### config.mk
export PLATFORM = sky130hd
export DESIGN_NAME = mfp_ahb_bot_master
export DESIGN_NICKNAME = d
export VERILOG_FILES = /design/src/rtl/mfp_ahb_bot_master_pkg.sv /design/src/rtl/mfp_ahb_master_xfer.sv /design/src/rtl/mfp_ahb_bot_master.sv
export SDC_FILE = /design/constraint.sdc
export NUM_CORES = 1
export LEC_CHECK = 0
export CAP_MARGIN = 10
export CORE_AREA = 2 2 116 118
export CTS_CLUSTER_DIAMETER = 80
export DETAILED_ROUTE_END_ITERATION = 7
export DIE_AREA = 0 0 118 120
export PLACE_DENSITY = 0.76
export SETUP_SLACK_MARGIN = 0.5
export SLEW_MARGIN = 20
export SYNTH_ARGS = -nofsm -noshare
export SYNTH_HDL_FRONTEND = slang
export SYNTH_HIERARCHICAL = 1
export SYNTH_SLANG_ARGS = --single-unit
### constraint.sdc
create_clock -name HCLK -period 2.35 [get_ports HCLK]
set_clock_uncertainty 0.2 [all_clocks]
set_input_delay 0.47 -clock HCLK [delete_from_list [all_inputs] [get_ports HCLK]]
set_output_delay 0.47 -clock HCLK [all_outputs]
set_load 0.005 [all_outputs]
### src/rtl/mfp_ahb_bot_master_pkg.sv
// Shared constants for the hardware Rojobot service master: Rojobot IO register
// offsets (also used by the responder), AHB-Lite codes and FSM state encoding.
package mfp_ahb_bot_master_pkg;

  localparam logic [7:0] H_BOT_INFO_OFS = 8'h0C;
  localparam logic [7:0] H_BOT_CTRL_OFS = 8'h10;
  localparam logic [7:0] H_BOT_UPD_OFS  = 8'h14;
  localparam logic [7:0] H_BOT_ACK_OFS  = 8'h18;

  localparam logic [1:0] HTRANS_IDLE   = 2'b00;
  localparam logic [1:0] HTRANS_NONSEQ = 2'b10;
  localparam logic [2:0] HSIZE_WORD    = 3'b010;
  localparam logic [2:0] HBURST_SINGLE = 3'b000;

  localparam logic [3:0] S_IDLE   = 4'd0;
  localparam logic [3:0] S_POLL_A = 4'd1;
  localparam logic [3:0] S_POLL_D = 4'd2;
  localparam logic [3:0] S_INFO_A = 4'd3;
  localparam logic [3:0] S_INFO_D = 4'd4;
  localparam logic [3:0] S_CTRL_A = 4'd5;
  localparam logic [3:0] S_CTRL_D = 4'd6;
  localparam logic [3:0] S_ACK1_A = 4'd7;
  localparam logic [3:0] S_ACK1_D = 4'd8;
  localparam logic [3:0] S_ACK0_A = 4'd9;
  localparam logic [3:0] S_ACK0_D = 4'd10;
  localparam logic [3:0] S_WAIT   = 4'd11;

  function automatic logic [31:0] bot_reg_addr(input logic [31:0] base,
                                               input logic [7:0]  ofs);
    return base + {24'h0, ofs};
  endfunction

  function automatic logic is_addr_state(input logic [3:0] s);
    return (s == S_POLL_A) || (s == S_INFO_A) || (s == S_CTRL_A) ||
           (s == S_ACK1_A) || (s == S_ACK0_A);
  endfunction

endpackage

### src/rtl/mfp_ahb_master_xfer.sv
// Single non-pipelined AHB-Lite transfer engine: one address phase, one data
// phase, both stretched by HREADY. Bus is parked at IDLE/BASE_ADDR otherwise.
module mfp_ahb_master_xfer #(
  parameter logic [31:0] BASE_ADDR = 32'h1F80_0000
) (
  input  logic        HCLK,
  input  logic        HRESET,
  input  logic        start,
  input  logic [31:0] addr,
  input  logic [31:0] wdata,
  input  logic        write,
  input  logic        HREADY,
  input  logic [31:0] HRDATA,
  output logic [31:0] HADDR,
  output logic [1:0]  HTRANS,
  output logic        HWRITE,
  output logic [2:0]  HSIZE,
  output logic [2:0]  HBURST,
  output logic [31:0] HWDATA,
  output logic        addr_done,
  output logic        done,
  output logic [31:0] rdata
);
  import mfp_ahb_bot_master_pkg::*;

  logic        dphase;
  logic [31:0] hwdata_q;
  logic        aphase;

  assign aphase    = start && !dphase;
  assign addr_done = aphase && HREADY;
  assign done      = dphase && HREADY;
  assign rdata     = HRDATA;

  always_ff @(posedge HCLK) begin
    if (HRESET) begin
      dphase   <= 1'b0;
      hwdata_q <= 32'h0;
    end else if (addr_done) begin
      dphase <= 1'b1;
      if (write) hwdata_q <= wdata;
    end else if (done) begin
      dphase <= 1'b0;
    end
  end

  // The responder qualifies writes on registered HSEL/HWRITE, so HWRITE and
  // HADDR must never leak outside a real address phase.
  always_comb begin
    HTRANS = HTRANS_IDLE;
    HADDR  = BASE_ADDR;
    HWRITE = 1'b0;
    if (aphase) begin
      HTRANS = HTRANS_NONSEQ;
      HADDR  = addr;
      HWRITE = write;
    end
  end

  assign HSIZE  = HSIZE_WORD;
  assign HBURST = HBURST_SINGLE;
  assign HWDATA = hwdata_q;

endmodule

### src/rtl/mfp_ahb_bot_master.sv
// Hardware Rojobot service master: polls UPD_SYNC, then reads BOT_INFO, writes
// BOT_CTRL and pulses INT_ACK, all through a single-transfer AHB-Lite engine.
module mfp_ahb_bot_master #(
  parameter logic [31:0] BASE_ADDR = 32'h1F80_0000,
  parameter int unsigned POLL_GAP  = 16
) (
  input  logic        HCLK,
  input  logic        HRESET,
  input  logic        HREADY,
  input  logic [31:0] HRDATA,
  output logic [31:0] HADDR,
  output logic [1:0]  HTRANS,
  output logic        HWRITE,
  output logic [2:0]  HSIZE,
  output logic [2:0]  HBURST,
  output logic [31:0] HWDATA,
  input  logic        en,
  input  logic [7:0]  ctrl_cmd,
  output logic [31:0] bot_info,
  output logic        info_valid,
  output logic        busy,
  output logic [15:0] svc_count
);
  import mfp_ahb_bot_master_pkg::*;

  localparam logic [15:0] GAP_LOAD = 16'(POLL_GAP - 1);

  logic [3:0]  state;
  logic [3:0]  state_nx;
  logic [15:0] gap_cnt;
  logic [7:0]  ctrl_q;

  logic        x_start;
  logic        x_write;
  logic [7:0]  x_ofs;
  logic [31:0] x_wdata;
  logic        x_addr_done;
  logic        x_done;
  logic [31:0] x_rdata;

  // Both phases of a transfer present the same request; the engine only
  // consumes it during the address phase.
  always_comb begin
    x_ofs   = H_BOT_UPD_OFS;
    x_write = 1'b0;
    x_wdata = 32'h0;
    case (state)
      S_INFO_A, S_INFO_D: x_ofs = H_BOT_INFO_OFS;
      S_CTRL_A, S_CTRL_D: begin
        x_ofs   = H_BOT_CTRL_OFS;
        x_write = 1'b1;
        x_wdata = {24'h0, ctrl_q};
      end
      S_ACK1_A, S_ACK1_D: begin
        x_ofs   = H_BOT_ACK_OFS;
        x_write = 1'b1;
        x_wdata = 32'h1;
      end
      S_ACK0_A, S_ACK0_D: begin
        x_ofs   = H_BOT_ACK_OFS;
        x_write = 1'b1;
        x_wdata = 32'h0;
      end
      default: ;
    endcase
    x_start = is_addr_state(state);
  end

  mfp_ahb_master_xfer #(
    .BASE_ADDR (BASE_ADDR)
  ) u_xfer (
    .HCLK      (HCLK),
    .HRESET    (HRESET),
    .start     (x_start),
    .addr      (bot_reg_addr(BASE_ADDR, x_ofs)),
    .wdata     (x_wdata),
    .write     (x_write),
    .HREADY    (HREADY),
    .HRDATA    (HRDATA),
    .HADDR     (HADDR),
    .HTRANS    (HTRANS),
    .HWRITE    (HWRITE),
    .HSIZE     (HSIZE),
    .HBURST    (HBURST),
    .HWDATA    (HWDATA),
    .addr_done (x_addr_done),
    .done      (x_done),
    .rdata     (x_rdata)
  );

  always_comb begin
    state_nx = state;
    case (state)
      S_IDLE:   if (en) state_nx = S_POLL_A;
      S_POLL_A: if (x_addr_done) state_nx = S_POLL_D;
      S_POLL_D: if (x_done) state_nx = x_rdata[0] ? S_INFO_A : S_WAIT;
      S_INFO_A: if (x_addr_done) state_nx = S_INFO_D;
      S_INFO_D: if (x_done) state_nx = S_CTRL_A;
      S_CTRL_A: if (x_addr_done) state_nx = S_CTRL_D;
      S_CTRL_D: if (x_done) state_nx = S_ACK1_A;
      S_ACK1_A: if (x_addr_done) state_nx = S_ACK1_D;
      S_ACK1_D: if (x_done) state_nx = S_ACK0_A;
      S_ACK0_A: if (x_addr_done) state_nx = S_ACK0_D;
      S_ACK0_D: if (x_done) state_nx = S_WAIT;
      // en is only consulted here, so a dropped en lets the sequence finish.
      S_WAIT:   if (gap_cnt == 16'h0) state_nx = en ? S_POLL_A : S_IDLE;
      default:  state_nx = S_IDLE;
    endcase
  end

  always_ff @(posedge HCLK) begin
    if (HRESET) begin
      state      <= S_IDLE;
      gap_cnt    <= 16'h0;
      bot_info   <= 32'h0;
      info_valid <= 1'b0;
      svc_count  <= 16'h0;
    end else begin
      state      <= state_nx;
      info_valid <= 1'b0;
      if (state == S_INFO_D && x_done) begin
        bot_info   <= x_rdata;
        info_valid <= 1'b1;
      end
      if (state == S_ACK0_D && x_done) svc_count <= svc_count + 16'd1;
      if (state_nx == S_WAIT && state != S_WAIT) gap_cnt <= GAP_LOAD;
      else if (state == S_WAIT && gap_cnt != 16'h0) gap_cnt <= gap_cnt - 16'd1;
    end
  end

  always_ff @(posedge HCLK) begin
    if (state == S_INFO_D && x_done) ctrl_q <= ctrl_cmd;
  end

  assign busy = (state != S_IDLE) && (state != S_WAIT);

endmodule

==> flow_metrics.env, run 1 <==
export IMPL_synth_top_family_by_area="simple AND/OR/NAND/NOR gates"
export IMPL_hp_class="flip-flop to flip-flop"
export IMPL_drt_pre_antenna_iters=4
export IMPL_rows=42
export IMPL_hold_buffers=0
export IMPL_place_congestion=0.8455
export IMPL_diodes=0
export IMPL_most_common_layout_cells="79 x dlygate4sd2_1, 76 x nand2b_1, 72 x nand2_1, 65 x dfxtp_1, 60 x conb_1"
export IMPL_drive_gt1_share_pct=28.42
export IMPL_period_needed_ps=2552
export IMPL_syn_avg_cell_area_um2=8.683
export IMPL_seq_area_mm2=0.002354
export IMPL_finalWorstSetupSlack_ps=-202.4
export IMPL_nets=890
export IMPL_drtIter0Drc=215
export IMPL_hold_path_depth=2
export IMPL_first_global_vias=4944
export IMPL_hpwl_mm=9.150
export IMPL_rrSetupSlack_ps=-200
export IMPL_worstPathArrival_ps=2600
export IMPL_synth_xor_area_share_pct=3.379
export IMPL_async_flop_share_pct=0
export IMPL_die_w_um=118
export IMPL_htree_levels=3
export IMPL_power_density_mw_per_mm2=457.3
export IMPL_worst_pin_slew_ps=509.5
export IMPL_fin_area_mm2=0.008377
export IMPL_whs_endpoint="bot_info[30]"
export IMPL_worstSkewPairLatency_ps=350
export IMPL_rsz0062_at_grt="yes"
export IMPL_setup_tns_ps=-2979
export IMPL_place_port_buffers=130
export IMPL_rr_startpoint="state[2]"
export IMPL_drc=0
export IMPL_cts_root_buffer="clkbuf_16"
export IMPL_start_util_pct=41.94
export IMPL_min_from="bot_info[30]"
export IMPL_fin_hold_ws_ps=254.4
export IMPL_final_common_cell="dlygate4sd2_1"
export IMPL_critPathLaunchType="flip-flop"
export IMPL_area_delta_synth_final_pct=53.87
export IMPL_path_clk_slew_ps=70
export IMPL_synth_compound_area_share_pct=8.986
export IMPL_postRouteAntennaNets=0
export IMPL_routed_wl_mm=15.35
export IMPL_synth_seq_area_share_pct=41.92
export IMPL_wl_per_cell_um=14.99
export IMPL_cts_made_buffers=9
export IMPL_grt_use_total_pct=20.56
export IMPL_via_per_inst=4.829
export IMPL_postPlaceCellArea_mm2=0.006975
export IMPL_maxSlewHeadroom_pct=66.03
export IMPL_cts_tree="yes"
export IMPL_worstSetupPathType="flip-flop to flip-flop"
export IMPL_status="complete, but fails checks"
export IMPL_setup_viol=20
export IMPL_grt_max_degree=59
export IMPL_violations="setup timing"
export IMPL_end_kind="flip-flop"
export IMPL_yosys_area_share_simple_pct=28.66
export IMPL_utilization_pct=64.54
export IMPL_cp_max_fo=6
export IMPL_die_area_mm2=0.01416
export IMPL_via_count=4945
export IMPL_synth_ff_latch_count=110
export IMPL_period_share_pct=108.6
export IMPL_crit_path_start="state[2]"
export IMPL_multiInputGateArea_mm2=0.003184
export IMPL_r2r_cells=13
export IMPL_ir_drop_uv=376.9
export IMPL_drv_cap=0
export IMPL_synth_cells=627
export IMPL_fmax_mhz=391.8
export IMPL_netlist_area_mm2=0.005444
export IMPL_report_final_hold_viol_count=0
export IMPL_fp_dieH_um=120
export IMPL_n_fill_cell=1046
export IMPL_synth_edf_count=8
export IMPL_yosys_warnings=6
export IMPL_yosysUniqueCellTypes=55
export IMPL_pre_cts_ws_ps=-337.2
export IMPL_cts_sinks=110
export IMPL_synth_ff_type="dfxtp_1"
export IMPL_grt_overflow_total=0
export IMPL_antenna_found_initial=0
export IMPL_ioPinCount=167
export IMPL_required_ps=2390
export IMPL_grt_pass1_wl_mm=23.57
export IMPL_rr_endpoint="gap_cnt[11]"
export IMPL_synthMuxAreaShare_pct=6.251
export IMPL_clk_path_buf_depth=2
export IMPL_final_max_slew_viol_count=0
export IMPL_cellLeakagePower_nw=3.594
export IMPL_synthAdderAreaFrac_pct=0.8734
export IMPL_core_area_mm2=0.01298
## worst max-delay path, stage by stage, from the launching register on
cell	delay (ps)
dfxtp_4	360
o21ai_2	130
and2_4	160
buf_6	90
buf_6	90
buf_6	80
buf_6	80
nand3b_1	110
inv_2	130
nand4_1	200
a221oi_4	400
or2_4	240
buf_16	140
a21oi_2	30
## per-stage QoR
stage,power [mW],instances
2_1_floorplan,2.142,683
3_3_place_gp,2.194,944
3_5_place_dp,2.200,944
4_1_cts,3.824,1004
5_1_grt,3.959,1024
6_report,3.831,1024
## repair_timing
| item | CTS | global route |
|---|---|---|
| gates cloned | 3 | 4 |
| endpoints found under the setup margin | 151 | 115 |
| resized for setup | 214 | 72 |
| pin swaps | 36 | 30 |
| setup buffers | 41 | 16 |
## power breakdown
part	switching, mW	internal (mW)
Clock	0.720	0.865
Sequential	0.00477	1.88
Combinational	0.164	0.202
## worst max-delay path by stage
| stage | endpoint | slack, ps | depth (start not counted) |
|---|---|---|---|
| after floorplan | gap_cnt[13] | 120 | 11 |
| after global placement | svc_count[13] | -280 | 8 |
| after detailed placement | svc_count[13] | -340 | 8 |
| after CTS | gap_cnt[13] | -2 | 13 |
| after global routing | gap_cnt[14] | -260 | 13 |
| final | gap_cnt[11] | -200 | 13 |
## logic make-up (layout without fill, tap and decap cells)
group / Yosys count / count (layout)
other: 4 / 60
AOI/OAI and AO/OA: 82 / 82
DFF: 110 / 110
muxes: 34 / 34
adders and majority gates: 4 / 4
buffers and inverters: 83 / 248
xor gates and xnor gates: 21 / 21
and+or+nand+nor: 289 / 289
## cells in the mapped netlist (all sizes together) (4+ instances only)
| library cell | number | share of area (%) |
|---|---|---|
| a21oi | 48 | 4.4 |
| and2 | 38 | 4.4 |
| buf | 53 | 7.6 |
| clkbuf | 23 | 1.6 |
| conb | 4 | 0.28 |
| dfxtp | 102 | 38 |
| edfxtp | 8 | 4.4 |
| inv | 7 | 0.48 |
| mux2i | 34 | 6.3 |
| nand2 | 84 | 5.8 |
| nand2b | 78 | 9.1 |
| nand3 | 10 | 0.92 |
| nand4 | 8 | 0.92 |
| nor2 | 32 | 2.2 |
| nor3 | 9 | 0.83 |
| nor4 | 6 | 1.2 |
| o21ai | 13 | 1.2 |
| o31ai | 4 | 0.55 |
| or3 | 5 | 0.57 |
| xnor2 | 5 | 0.80 |
| xor2 | 16 | 2.6 |
## sequential cells by signal (all words and copies together), names as in the netlist
signal,flops
bot_info,32
gap_cnt,16
state,4
ctrl_q,8
info_valid,1
svc_count,16
u_xfer/dphase,1
u_xfer/HWDATA,32
## layer usage
metal / vias up / part of all wire, % / track usage, %
li1: 2417 / - / -
met1: 2314 / 38 / 21.85
met2: 176 / 51 / 37.03
met3: 38 / 6.4 / 5.608
met4: 0 / 3.8 / 11.07
met5: - / 0 / 0
## cell type report
cell class	instances	share of cell area [%]
multi-input combinational	490	38.01
sequential	110	28.10
clock inverter	6	0.7916
clock buffer	10	2.853
inverter	7	0.4033
timing repair buffer	225	27.21
tap	176	2.629
No activity file was read; power rests on OpenSTA's default activity.
==> inputs of run 2 (changes only) <==
Settings changed: CTS_CLUSTER_DIAMETER 80 to not set, CTS_CLUSTER_SIZE set to 24, SETUP_SLACK_MARGIN 0.5 to not set.
==> run 2 against run 1 <==
The flow now finishes without violations. Sequential cell count stayed put. Setup slack better by 280 ps. Count of clock-buffer cells in the layout up 1. Critical path depth is 8 lower. Maximum frequency is 12% higher. Die area unchanged. Largest cell class unchanged. First-iteration DRC count shrank 12%. Power fell by 4.2%. Cell count decreased by 5.7%.
==> flow_metrics.env, run 2 (synthesis results as in run 1) <==
export IMPL_fin_hold_ws_ps=252.3
export IMPL_die_area_mm2=0.01416
export IMPL_wl_per_cell_um=12.34
export IMPL_r2r_cells=7
export IMPL_slowest_delay_ps=390
export IMPL_fp_dieH_um=120
export IMPL_via_per_inst=4.532
export IMPL_ioPinCount=167
export IMPL_die_w_um=118
export IMPL_n_fill_cell=1231
export IMPL_drtIter0Drc=189
export IMPL_cts_made_buffers=9
export IMPL_worstSetupPathType="flip-flop to output pin"
export IMPL_nets=832
export IMPL_whs_endpoint="bot_info[30]"
export IMPL_antenna_found_initial=0
export IMPL_postRouteAntennaNets=0
export IMPL_diodes=0
export IMPL_path_clk_slew_ps=70
export IMPL_start_util_pct=41.94
export IMPL_cp_max_fo=7
export IMPL_setup_tns_ps=0
export IMPL_cts_tree="yes"
export IMPL_critPathLaunchType="flip-flop"
export IMPL_cts_sinks=110
export IMPL_crit_family="simple AND/OR/NAND/NOR gates"
export IMPL_drive_gt1_share_pct=10.00
export IMPL_period_share_pct=96.63
export IMPL_report_final_hold_viol_count=0
export IMPL_drt_pre_antenna_iters=4
export IMPL_ir_drop_uv=299.0
export IMPL_period_needed_ps=2271
export IMPL_utilization_pct=56.64
export IMPL_required_ps=1680
export IMPL_grt_pass1_wl_mm=19.69
export IMPL_hold_buffers=0
export IMPL_htree_levels=3
export IMPL_path_buf_inv=1
export IMPL_hold_path_depth=2
export IMPL_drv_cap=0
export IMPL_fmax_mhz=440.4
export IMPL_worstPathArrival_ps=1600
export IMPL_rrSetupSlack_ps=110
export IMPL_end_kind="output pin"
export IMPL_most_common_layout_cells="122 x clkdlybuf4s50_1, 98 x dfxtp_1, 84 x nand2_1, 77 x nand2b_1, 60 x conb_1"
export IMPL_cellLeakagePower_nw=2.699
export IMPL_final_common_cell="clkdlybuf4s50_1"
export IMPL_hp_class="flip-flop to flip-flop"
export IMPL_min_from="bot_info[30]"
export IMPL_rows=42
export IMPL_area_delta_synth_final_pct=35.05
export IMPL_setup_viol=0
export IMPL_power_density_mw_per_mm2=499.1
export IMPL_rsz0062_at_grt="yes"
export IMPL_drc=0
export IMPL_power_total_mw=3.669
export IMPL_grt_overflow_total=0
export IMPL_hpwl_mm=8.540
export IMPL_first_global_vias=4013
export IMPL_clk_path_buf_depth=2
export IMPL_core_area_mm2=0.01298
export IMPL_place_port_buffers=130
export IMPL_crit_chain="o21ai_2, and2_4, and2b_2, and2_1, dlygate4sd2_1"
export IMPL_worstSkewPairLatency_ps=350
export IMPL_final_max_slew_viol_count=0
export IMPL_via_count=4378
export IMPL_cts_root_buffer="clkbuf_16"
export IMPL_grt_max_degree=52
export IMPL_rr_endpoint="gap_cnt[0]"
export IMPL_routed_wl_mm=11.92
export IMPL_crit_slowest_cell="dfxtp_4"
export IMPL_status="complete, no violations"
export IMPL_rr_startpoint="state[1]"
export IMPL_grt_use_total_pct=17.00
export IMPL_place_congestion=0.7731
[run 2: area by class of cell]
type / instances / area (um^2) / share of cell area, %
Clock inverter: 5 / 41.29 / 0.5616
Timing Repair Buffer: 167 / 1639 / 22.29
Multi-Input combinational cell: 490 / 2883 / 39.21
Clock buffer: 11 / 252.7 / 3.438
Sequential cell: 110 / 2290 / 31.14
Tap cell: 176 / 220.2 / 2.995
Inverter: 7 / 26.28 / 0.3574
[run 2: metal layers]
layer	share of wire, %	vias to the layer above	global-route usage [%]
met4	1.7	0	5.572
li1	-	2291	-
met5	0	-	0
met3	7.5	17	6.702
met2	45	113	27.11
met1	45	1957	21.06
[run 2: per-stage QoR]
stage	std cells	setup WS, ps	instance area, um^2
finish	966	79.21	7352
global route	966	-28.40	7352
CTS	966	-51.20	7331
detailed placement	947	-385.0	6993
global placement	947	-343.5	6993
floorplan	683	8.571	5660
[run 2: what timing repair did]
action	CTS	global route
setup buffers	4	1
resized for setup	28	11
setup endpoints to repair	9	29
pin swaps	6	5
[run 2: where the power goes]
part | switching, mW | leakage, nW | internal [mW] | total (mW)
Sequential | 0.00748 | 0.895 | 1.89 | 1.89
Clock | 0.708 | 0.146 | 0.790 | 1.50
Combinational | 0.122 | 1.66 | 0.156 | 0.278
Total | 0.837 | 2.70 | 2.83 | 3.67
[run 2: worst max-delay path by stage]
stage	from	end	slack [ps]	depth (start not counted)
3_5_place_dp	HREADY	gap_cnt[0]	-390	8
6_report	state[1]	HWRITE	80	5
2_1_floorplan	state[1]	gap_cnt[13]	9	11
5_1_grt	state[1]	gap_cnt[2]	-30	7
4_1_cts	state[1]	HADDR[4]	-50	7
3_3_place_gp	HREADY	gap_cnt[0]	-340	8
[run 2: worst min-delay path, stage by stage, from the launching register on]
cell     delay (ps)
dfxtp_1         310
nand2_1          50
a21oi_1          50
